### src/rtl/transform_loader_pkg.sv
// Shared definitions for the transform table writer/readers: marker bytes,
// loader state encoding and the layout of the 12-bit line-pointer word.
package transform_loader_pkg;

  localparam logic [7:0] DEF_EOL_CHAR = 8'h0A;
  localparam logic [7:0] DEF_EOT_CHAR = 8'h04;
  localparam int         PAIR_DEPTH   = 64;
  localparam int         LINE_DEPTH   = 64;

  // Pointer word = {line_start, line_len}
  localparam int PTR_START_MSB = 11;
  localparam int PTR_START_LSB = 6;
  localparam int PTR_LEN_MSB   = 5;
  localparam int PTR_LEN_LSB   = 0;

  typedef enum logic [2:0] {
    GET_LHS = 3'd0,
    GET_RHS = 3'd1,
    COMMIT  = 3'd2,
    DONE    = 3'd3,
    ERR     = 3'd4
  } state_t;

  function automatic logic [11:0] pack_ptr(input logic [5:0] start, input logic [5:0] len);
    pack_ptr = {start, len};
  endfunction

endpackage

### src/rtl/transform_loader_if.sv
// Byte-stream input plus pair-RAM / pointer-table write ports and status.
interface transform_loader_if;
  logic        in_valid;
  logic [7:0]  in_byte;
  logic        in_ready;
  logic        mem_we;
  logic [7:0]  mem_waddr;
  logic [15:0] mem_wdata;
  logic        ptr_we;
  logic [5:0]  ptr_line;
  logic [11:0] ptr_wdata;
  logic        done;
  logic        err;
  logic [6:0]  lines_loaded;

  // Loader side
  modport master (
    input  in_valid, in_byte,
    output in_ready, mem_we, mem_waddr, mem_wdata,
    output ptr_we, ptr_line, ptr_wdata, done, err, lines_loaded
  );

  // Stream source / table consumer side
  modport slave (
    output in_valid, in_byte,
    input  in_ready, mem_we, mem_waddr, mem_wdata,
    input  ptr_we, ptr_line, ptr_wdata, done, err, lines_loaded
  );
endinterface

### src/rtl/transform_loader.sv
// Writer side of the transform tables: parses (lhs,rhs) byte pairs grouped
// into lines, writes each pair to the pair RAM and one {start,len} pointer
// word per line to the line-pointer table.
module transform_loader
  import transform_loader_pkg::*;
#(
  parameter logic [7:0] EOL_CHAR = DEF_EOL_CHAR,
  parameter logic [7:0] EOT_CHAR = DEF_EOT_CHAR
) (
  input logic               clk,
  input logic               rst_n,
  transform_loader_if.master bus
);

  state_t      state_q, state_d;
  logic [6:0]  pair_idx;     // 0..64, 64 = RAM full
  logic [6:0]  line_idx;     // 0..64, 64 = table full
  logic [5:0]  line_start;
  logic [5:0]  line_len;
  logic [7:0]  lhs_q;
  logic        eot_q;        // commit in flight was triggered by EOT

  logic        mem_we_q, ptr_we_q;
  logic [7:0]  mem_waddr_q;
  logic [15:0] mem_wdata_q;
  logic [5:0]  ptr_line_q;
  logic [11:0] ptr_wdata_q;

  logic        in_ready, acc;
  logic        lhs_take, rhs_take, eot_commit, commit_go;

  assign in_ready = (state_q == GET_LHS) || (state_q == GET_RHS);
  assign acc      = bus.in_valid && in_ready;

  // Next-state decode and per-cycle action flags
  always_comb begin
    state_d    = state_q;
    lhs_take   = 1'b0;
    rhs_take   = 1'b0;
    eot_commit = 1'b0;
    commit_go  = 1'b0;
    case (state_q)
      GET_LHS: if (acc) begin
        if (bus.in_byte == EOL_CHAR) begin
          state_d = COMMIT;
        end else if (bus.in_byte == EOT_CHAR) begin
          // A trailing partial line still needs its pointer word
          if (line_len != 6'd0) begin
            state_d    = COMMIT;
            eot_commit = 1'b1;
          end else begin
            state_d = DONE;
          end
        end else if (pair_idx == 7'(PAIR_DEPTH) || line_len == 6'd63) begin
          state_d = ERR;
        end else begin
          state_d  = GET_RHS;
          lhs_take = 1'b1;
        end
      end
      GET_RHS: if (acc) begin
        state_d  = GET_LHS;
        rhs_take = 1'b1;
      end
      COMMIT: begin
        if (line_idx == 7'(LINE_DEPTH)) begin
          state_d = ERR;
        end else begin
          commit_go = 1'b1;
          state_d   = eot_q ? DONE : GET_LHS;
        end
      end
      DONE:    state_d = DONE;
      ERR:     state_d = ERR;
      default: state_d = ERR;
    endcase
  end

  // State, counters and registered write ports
  always_ff @(posedge clk) begin
    if (!rst_n) begin
      state_q     <= GET_LHS;
      pair_idx    <= '0;
      line_idx    <= '0;
      line_start  <= '0;
      line_len    <= '0;
      lhs_q       <= '0;
      eot_q       <= 1'b0;
      mem_we_q    <= 1'b0;
      mem_waddr_q <= '0;
      mem_wdata_q <= '0;
      ptr_we_q    <= 1'b0;
      ptr_line_q  <= '0;
      ptr_wdata_q <= '0;
    end else begin
      state_q  <= state_d;
      mem_we_q <= rhs_take;
      ptr_we_q <= commit_go;
      if (lhs_take)   lhs_q <= bus.in_byte;
      if (eot_commit) eot_q <= 1'b1;
      if (rhs_take) begin
        mem_waddr_q <= {2'b00, pair_idx[5:0]};
        mem_wdata_q <= {lhs_q, bus.in_byte};
        pair_idx    <= pair_idx + 7'd1;
        line_len    <= line_len + 6'd1;
      end
      if (commit_go) begin
        ptr_line_q  <= line_idx[5:0];
        ptr_wdata_q <= pack_ptr(line_start, line_len);
        line_idx    <= line_idx + 7'd1;
        // pair_idx==64 wraps to 0 here; any further data pair errors out
        line_start  <= pair_idx[5:0];
        line_len    <= '0;
        eot_q       <= 1'b0;
      end
    end
  end

  assign bus.in_ready     = in_ready;
  assign bus.mem_we       = mem_we_q;
  assign bus.mem_waddr    = mem_waddr_q;
  assign bus.mem_wdata    = mem_wdata_q;
  assign bus.ptr_we       = ptr_we_q;
  assign bus.ptr_line     = ptr_line_q;
  assign bus.ptr_wdata    = ptr_wdata_q;
  assign bus.done         = (state_q == DONE);
  assign bus.err          = (state_q == ERR);
  assign bus.lines_loaded = line_idx;

endmodule
### src/flat_wrapper.sv
// flat-port wrapper written by rule: the top's interface ports become plain ports
module transform_loader_flat import transform_loader_pkg::*;
#(
  parameter logic [7:0] EOL_CHAR = DEF_EOL_CHAR,
  parameter logic [7:0] EOT_CHAR = DEF_EOT_CHAR
)
  (clk, rst_n, bus_in_valid, bus_in_byte, bus_in_ready, bus_mem_we, bus_mem_waddr, bus_mem_wdata, bus_ptr_we, bus_ptr_line, bus_ptr_wdata, bus_done, bus_err, bus_lines_loaded);
  transform_loader_if bus_i ();
  input logic clk;
  input logic rst_n;
  input wire logic [$bits(bus_i.in_valid)-1:0] bus_in_valid;
  input wire logic [$bits(bus_i.in_byte)-1:0] bus_in_byte;
  output wire logic [$bits(bus_i.in_ready)-1:0] bus_in_ready;
  output wire logic [$bits(bus_i.mem_we)-1:0] bus_mem_we;
  output wire logic [$bits(bus_i.mem_waddr)-1:0] bus_mem_waddr;
  output wire logic [$bits(bus_i.mem_wdata)-1:0] bus_mem_wdata;
  output wire logic [$bits(bus_i.ptr_we)-1:0] bus_ptr_we;
  output wire logic [$bits(bus_i.ptr_line)-1:0] bus_ptr_line;
  output wire logic [$bits(bus_i.ptr_wdata)-1:0] bus_ptr_wdata;
  output wire logic [$bits(bus_i.done)-1:0] bus_done;
  output wire logic [$bits(bus_i.err)-1:0] bus_err;
  output wire logic [$bits(bus_i.lines_loaded)-1:0] bus_lines_loaded;
  assign bus_i.in_valid = bus_in_valid;
  assign bus_i.in_byte = bus_in_byte;
  assign bus_in_ready = bus_i.in_ready;
  assign bus_mem_we = bus_i.mem_we;
  assign bus_mem_waddr = bus_i.mem_waddr;
  assign bus_mem_wdata = bus_i.mem_wdata;
  assign bus_ptr_we = bus_i.ptr_we;
  assign bus_ptr_line = bus_i.ptr_line;
  assign bus_ptr_wdata = bus_i.ptr_wdata;
  assign bus_done = bus_i.done;
  assign bus_err = bus_i.err;
  assign bus_lines_loaded = bus_i.lines_loaded;
  transform_loader #(.EOL_CHAR(EOL_CHAR), .EOT_CHAR(EOT_CHAR)) u_core (.clk(clk), .rst_n(rst_n), .bus(bus_i));
endmodule
### config.mk
export PLATFORM = sky130hd
export DESIGN_NAME = transform_loader_flat
export DESIGN_NICKNAME = d
export VERILOG_FILES = /design/src/rtl/transform_loader_pkg.sv /design/src/rtl/transform_loader_if.sv /design/src/rtl/transform_loader.sv /design/src/flat_wrapper.sv
export SDC_FILE = /design/constraint.sdc
export NUM_CORES = 1
export LEC_CHECK = 0
export ABC_AREA = 1
export CORE_MARGIN = 8
export CORE_UTILIZATION = 55
export CTS_BUF_LIST = sky130_fd_sc_hd__clkbuf_8 sky130_fd_sc_hd__clkbuf_16
export DETAILED_ROUTE_END_ITERATION = 16
export GPL_TIMING_DRIVEN = 0
export HOLD_SLACK_MARGIN = 0.1
export MAX_ROUTING_LAYER = met4
export PLACE_DENSITY = 0.84
export SYNTH_ARGS = -nofsm -noshare
export SYNTH_HDL_FRONTEND = slang
export SYNTH_SLANG_ARGS = --single-unit
export TNS_END_PERCENT = 20
### constraint.sdc
create_clock -name clk -period 2.23 [get_ports clk]
set_input_delay 0.446 -clock clk [delete_from_list [all_inputs] [get_ports clk]]
set_output_delay 0.446 -clock clk [all_outputs]
set_load 0.005 [all_outputs]
==> results of run 1 <==
-- power groups by stage --
stage / clock (mW) / sequential, mW / combinational [mW]
floorplan: 0 / 1.51 / 0.116
global placement: 0 / 1.51 / 0.196
detailed placement: 0 / 1.51 / 0.202
CTS: 1.10 / 1.48 / 0.203
global route: 1.17 / 1.48 / 0.226
finish: 1.10 / 1.48 / 0.204
-- sequential cells by signal, indices dropped and copies added (netlist names), 7 cells and up --
signal and flops:
u_core.bus.mem_wdata 16, u_core.bus.lines_loaded 7, u_core.lhs_q 8, u_core.pair_idx 7
u_core.bus.ptr_wdata 12
-- per-stage QoR --
step / instance area [um2] / setup slack, ps
after floorplan: 3334 / 753.1
after global placement: 4039 / 255.2
after detailed placement: 4039 / 182.1
after CTS: 4245 / 244.1
after global routing: 4245 / 209.3
final: 4245 / 261.5
-- how the worst max path moves through the flow --
stage | start | endpoint | slack (ps) | cells after the start
after CTS | u_core.state_q[0]$_SDFFE_PN0P_ | bus_err | 240 | 3
after floorplan | u_core.bus.lines_loaded[0]$_SDFFE_PN0P_ | u_core.bus.ptr_line[0]$_SDFFE_PN0P_ | 750 | 9
after detailed placement | bus_in_byte[4] | u_core.lhs_q[1]$_SDFFE_PN0P_ | 180 | 9
after global routing | u_core.state_q[0]$_SDFFE_PN0P_ | bus_err | 210 | 3
after global placement | bus_in_byte[4] | u_core.lhs_q[0]$_SDFFE_PN0P_ | 260 | 9
final | u_core.state_q[0]$_SDFFE_PN0P_ | bus_err | 260 | 3
-- metal layers --
metal  up-vias  wire, um  track usage [%]
met5         -         0                -
met4         0       177            9.775
met3        19       513            3.757
met2        88      4032            33.72
met1      1390      3449            22.06
li1       1492         -                -
-- cells by family after synthesis --
family                     synth area share (%)
and+or+nand+nor                           23.82
adders and majority gates                 2.254
AOI/OAI and AO/OA                         15.97
xor gates and xnor gates                 0.2630
buffers and inverters                     9.504
DFF                                       48.08
other                                    0.1126
-- area by class of cell --
| class | instances | share of cell area, % |
|---|---|---|
| flip-flops and latches | 80 | 37.72 |
| multi-input cells | 272 | 33.36 |
| clock inverters | 5 | 1.297 |
| well taps | 75 | 2.210 |
| repair buffers | 61 | 14.38 |
| plain buffers | 20 | 3.213 |
| inverters | 48 | 4.244 |
| clock buffers | 11 | 3.566 |
-- critical path, delay by kind of cell (launching register included) --
| kind | cells | cell delay [ps] |
|---|---|---|
| buffers and inverters | 2 | 670 |
| flip-flops | 1 | 310 |
| AND/OR/NAND/NOR | 1 | 190 |
-- cell usage after synthesis, drive strengths merged --
cell type / n
nand3b: 1
a21oi: 36
ha: 6
a31oi: 1
inv: 48
nand4: 1
nor3: 7
nor4: 1
buf: 15
dfxtp: 80
nand3: 35
o22ai: 6
clkbuf: 5
o21ai: 40
xor2: 1
conb: 1
o21a: 1
nand2: 80
nor2: 53
o21ba: 1
==> impl_metrics.py, run 1 <==
metrics = {
    "floorplan": {
        "ioPinCount": 65,
        "start_util_pct": 56.59,
        "coreArea_um2": 5886,
        "die_w_um": 93.82,
        "num_rows": 28,
        "die_area_um2": 8802,
        "die_y_um": 93.82,
    },
    "synthesis": {
        "ys_seq_area_share_pct": 48.08,
        "ys_types": 32,
        "synthTopCellsByArea": "dfxtp_1 (48%), nand2_1 (8.6%), nor2_1 (5.6%)",
        "yosys_warnings": 0,
        "synth_top_area_share_pct": 48.08,
        "synth_area_leader_cell": "dfxtp_1",
        "syn_area_um2": 3331,
        "ys_ff_latch": 80,
        "synthCells": 419,
        "avgSynthCellArea_um2": 7.949,
    },
    "critical_path": {
        "critPathLaunchType": "register",
        "slowest_stage": "clkdlybuf4s50_1",
        "reg2reg_slack_ps": 490,
        "r2r-end": "u_core.bus.ptr_wdata[8]$_SDFFE_PN0P_",
        "worst_ep_required_time_ps": 1780,
        "path_class": "reg -> out",
        "cp-end-kind": "output port",
        "cp_cell_sequence": "buf_6 > nor3_1 > clkdlybuf4s50_1",
        "cp_max_fo": 7,
        "r2r_cells": 9,
        "rr_startpoint": "u_core.bus.lines_loaded[0]$_SDFFE_PN0P_",
        "cp_slowest_stage_delay_ps": 540,
        "arrival_ps": 1520,
    },
    "power": {
        "sw_frac_of_total_pct": 23.73,
        "p_leak_nw": 1.616,
        "p_total_mw": 2.782,
        "powerDensity_nw_per_um2": 655.3,
        "vdd_drop_max_mv": 0.4686,
        "pwr-share-seq_pct": 53.2,
        "clockPowerShare_pct": 39.4,
        "internal-power_mw": 2.122,
        "p_switching_mw": 0.6602,
        "comb_power_share_pct": 7.3,
    },
    "cts": {
        "cts_tree": "yes",
        "clock_tree.buffer_depth": 2,
        "htree_levels": 3,
        "cts_resized": 0,
        "clkTransAtPathRegs_ps": 80,
        "post_cts_buffers": 0,
        "cts_hold_buf": 0,
        "cts_root_buf": "clkbuf_8",
        "cts_made_buffers": 9,
        "clock_latency_ps": 350,
        "clkSinkCount": 80,
    },
    "sta": {
        "hold_slack_ps": 442.6,
        "fin_crit_sh_pct": 88.27,
        "relSlewSlack_pct": 61.36,
        "slew_viol_final": 0,
        "min_period_ps": 1968,
        "setup-tns-final_ps": 0,
        "rsz0062_at_grt": "no",
        "fmax_mhz": 508.0,
        "skew_ps": 11.10,
        "setup_viol": 0,
        "worst_pin_slew_ps": 579.7,
        "hold_viol_final": 0,
    },
    "route": {
        "drc": 0,
        "via_per_inst": 5.226,
        "post_drt_wl_per_cell_um": 14.29,
        "drtIter0Drc": 138,
        "wirelength_um": 8173,
        "firstDrtPassIters": 4,
        "drtAntennaViolNets": 0,
        "vias": 2989,
    },
    "place": {
        "place_congestion": 0.9177,
        "portBuffers": 61,
        "hpwl_um": 6063,
        "dp.cells": 556,
    },
    "final_layout": {
        "multi_input_area_um2": 1416,
        "layout_commonest_cell": "dfxtp_1",
        "layout.nets": 509,
        "diodes": 0,
        "layout_common_cells": "dfxtp_1 (80), nand2_1 (76), clkdlybuf4s50_1 (61)",
        "regArea_um2": 1602,
        "post_route_cells_drive_above_1_share_pct": 13.68,
        "final_core_util_pct": 72.13,
        "fillCellCount": 465,
        "areaGrowthSynthToFinish_pct": 27.46,
        "finalNonFillerCells": 572,
    },
    "grt": {
        "grt_overflow": 0,
        "grt_pass1_vias": 3008,
        "grtUsageTotal_pct": 19.96,
        "grt_max_degree": 14,
        "grt_pass1_wl_um": 13780,
        "antenna_found_initial": 0,
    },
    "run": {
        "maxCapViolCount": 0,
    },
    "worst_hold_path": {
        "whs_path_depth": 3,
        "min_to": "u_core.bus.mem_wdata[1]$_SDFFE_PN0P_",
        "hold_path.class": "in -> reg",
        "holdCritStartpoint": "rst_n",
    },
    "run_status": {
        "status": "finished clean",
    },
}
Power figures use the tool's default switching activity.
==> run 2: changes to the inputs <==
--- a/config.mk
+++ b/config.mk
@@ -7,13 +7,13 @@
 export LEC_CHECK = 0
 export ABC_AREA = 1
 export CORE_MARGIN = 8
-export CORE_UTILIZATION = 55
+export CORE_UTILIZATION = 51
 export CTS_BUF_LIST = sky130_fd_sc_hd__clkbuf_8 sky130_fd_sc_hd__clkbuf_16
 export DETAILED_ROUTE_END_ITERATION = 16
 export GPL_TIMING_DRIVEN = 0
 export HOLD_SLACK_MARGIN = 0.1
 export MAX_ROUTING_LAYER = met4
-export PLACE_DENSITY = 0.84
+export PLACE_DENSITY = 0.79
 export SYNTH_ARGS = -nofsm -noshare
 export SYNTH_HDL_FRONTEND = slang
 export SYNTH_SLANG_ARGS = --single-unit
==> impl_metrics.py, run 2 (same netlist as run 1, synthesis figures left out) <==
metrics = {
    "run_status": {
        "status": "finished clean",
    },
    "cts": {
        "cts_made_buffers": 9,
        "clkSinkCount": 80,
        "post_cts_buffers": 0,
        "clkTransAtPathRegs_ps": 80,
        "cts_resized": 0,
        "cts_root_buf": "clkbuf_8",
        "cts_hold_buf": 0,
        "clock_tree.buffer_depth": 2,
        "htree_levels": 3,
        "clock_latency_ps": 350,
        "cts_tree": "yes",
    },
    "critical_path": {
        "crit_buf_inv": 2,
        "slowest_stage": "clkdlybuf4s50_1",
        "reg2reg_slack_ps": 490,
        "arrival_ps": 1560,
        "cp_slowest_stage_delay_ps": 560,
        "critPathLaunchType": "register",
        "startpoint": "u_core.state_q[2]$_SDFFE_PN0P_",
        "setup.worst_path.end": "bus_err",
        "rr_startpoint": "u_core.bus.lines_loaded[0]$_SDFFE_PN0P_",
        "cp_top_family": "buffers and inverters",
        "cp_max_fo": 6,
        "worst_ep_required_time_ps": 1780,
        "cp-end-kind": "output port",
        "cp_cell_sequence": "inv_2 > nor3_1 > clkdlybuf4s50_1",
        "path_class": "reg -> out",
        "cp.depth": 3,
        "r2r_cells": 9,
        "r2r-end": "u_core.bus.ptr_line[2]$_SDFFE_PN0P_",
    },
    "final_layout": {
        "areaGrowthSynthToFinish_pct": 27.24,
        "layout.nets": 509,
        "post_route_cells_drive_above_1_share_pct": 13.48,
        "finalNonFillerCells": 574,
        "layout_common_cells": "dfxtp_1 (80), nand2_1 (76), clkdlybuf4s50_1 (61)",
        "largest_reg_flops": 16,
        "layout_commonest_cell": "dfxtp_1",
        "fillCellCount": 531,
        "final_area_um2": 4238,
        "diodes": 0,
        "multi_input_area_um2": 1416,
        "regArea_um2": 1602,
    },
    "power": {
        "comb_power_share_pct": 7.3,
        "p_total_mw": 2.731,
        "p_leak_nw": 1.616,
        "powerDensity_nw_per_um2": 644.5,
        "clockPowerShare_pct": 38.4,
        "sw_frac_of_total_pct": 24.35,
        "pwr-share-seq_pct": 54.2,
        "internal-power_mw": 2.066,
        "p_switching_mw": 0.6651,
        "vdd_drop_max_mv": 0.4008,
    },
    "sta": {
        "rsz0062_at_grt": "no",
        "finalWorstSetupSlack_ps": 223.5,
        "fmax_mhz": 498.4,
        "worst_pin_slew_ps": 542.7,
        "min_period_ps": 2006,
        "setup_viol": 0,
        "relSlewSlack_pct": 63.82,
        "skew_ps": 9.503,
        "hold_viol_final": 0,
        "setup-tns-final_ps": 0,
        "slew_viol_final": 0,
        "fin_crit_sh_pct": 89.98,
    },
    "route": {
        "drtIter0Drc": 122,
        "via_per_inst": 5.089,
        "drc": 0,
        "firstDrtPassIters": 4,
        "drtAntennaViolNets": 0,
        "post_drt_wl_per_cell_um": 13.72,
        "wirelength_um": 7876,
        "vias": 2921,
    },
    "floorplan": {
        "start_util_pct": 52.45,
        "die_area_um2": 9373,
        "num_rows": 29,
        "ioPinCount": 65,
        "coreArea_um2": 6350,
        "die_w_um": 96.82,
        "die_y_um": 96.82,
    },
    "worst_hold_path": {
        "hold_path.class": "in -> reg",
        "whs_path_depth": 3,
    },
    "grt": {
        "antenna_found_initial": 0,
        "grt_max_degree": 15,
        "grt_pass1_vias": 2978,
        "grtUsageTotal_pct": 17.26,
        "grt_overflow": 0,
        "grt_pass1_wl_um": 13300,
    },
    "place": {
        "place_congestion": 0.8640,
        "portBuffers": 61,
        "dp_slack_ps": 223.8,
        "hpwl_um": 5844,
        "dp.cells": 558,
        "postPlaceCellArea_um2": 4041,
    },
    "run": {
        "maxCapViolCount": 0,
    },
}
==> run 2: metal layers <==
| layer | global-route usage, % | wire [um] | vias to the layer above |
|---|---|---|---|
| met3 | 4.339 | 419 | 17 |
| met2 | 29.17 | 3863 | 72 |
| li1 | - | - | 1490 |
| met5 | - | 0 | - |
| met1 | 18.32 | 3400 | 1342 |
| met4 | 8.757 | 193 | 0 |
==> run 2: power by group through the flow <==
stage	Clock, mW	Sequential, mW	Combinational [mW]
2_1_floorplan	0	1.51	0.116
3_3_place_gp	0	1.51	0.197
3_5_place_dp	0	1.51	0.201
4_1_cts	1.07	1.48	0.202
5_1_grt	1.13	1.48	0.224
6_report	1.05	1.48	0.201
==> run 2: area by class of cell <==
class                   instances  share of cell area (%)
repair buffers                 61                   14.41
clock buffers                   9                   2.923
flip-flops and latches         80                   37.79
inverters                      48                   4.252
plain buffers                  20                   3.218
well taps                      77                   2.273
multi-input cells             272                   33.42
clock inverters                 7                   1.712
==> run 2: worst min path at each step <==
stage / start / endpoint
after global placement: u_core.lhs_q[5]$_SDFFE_PN0P_ / u_core.bus.mem_wdata[13]$_SDFFE_PN0P_
final: rst_n / u_core.bus.mem_wdata[0]$_SDFFE_PN0P_
after CTS: rst_n / u_core.bus.mem_wdata[0]$_SDFFE_PN0P_
after global routing: rst_n / u_core.bus.mem_wdata[0]$_SDFFE_PN0P_
after detailed placement: u_core.lhs_q[7]$_SDFFE_PN0P_ / u_core.bus.mem_wdata[15]$_SDFFE_PN0P_
after floorplan: u_core.lhs_q[2]$_SDFFE_PN0P_ / u_core.bus.mem_wdata[10]$_SDFFE_PN0P_
==> run 2: tightest hold or removal path, stage by stage <==
cell,delay (ps)
buf_2,160
o21ai_0,90
a21oi_1,40
==> run 2: through the flow <==
| stage | hold WS, ps | util, % |
|---|---|---|
| 6_report | 430.3 | 66.74 |
| 5_1_grt | 432.9 | 66.74 |
| 4_1_cts | 421.7 | 66.74 |
| 3_5_place_dp | 456.7 | 63.65 |
| 3_3_place_gp | 451.6 | 63.65 |
| 2_1_floorplan | 439.5 | - |
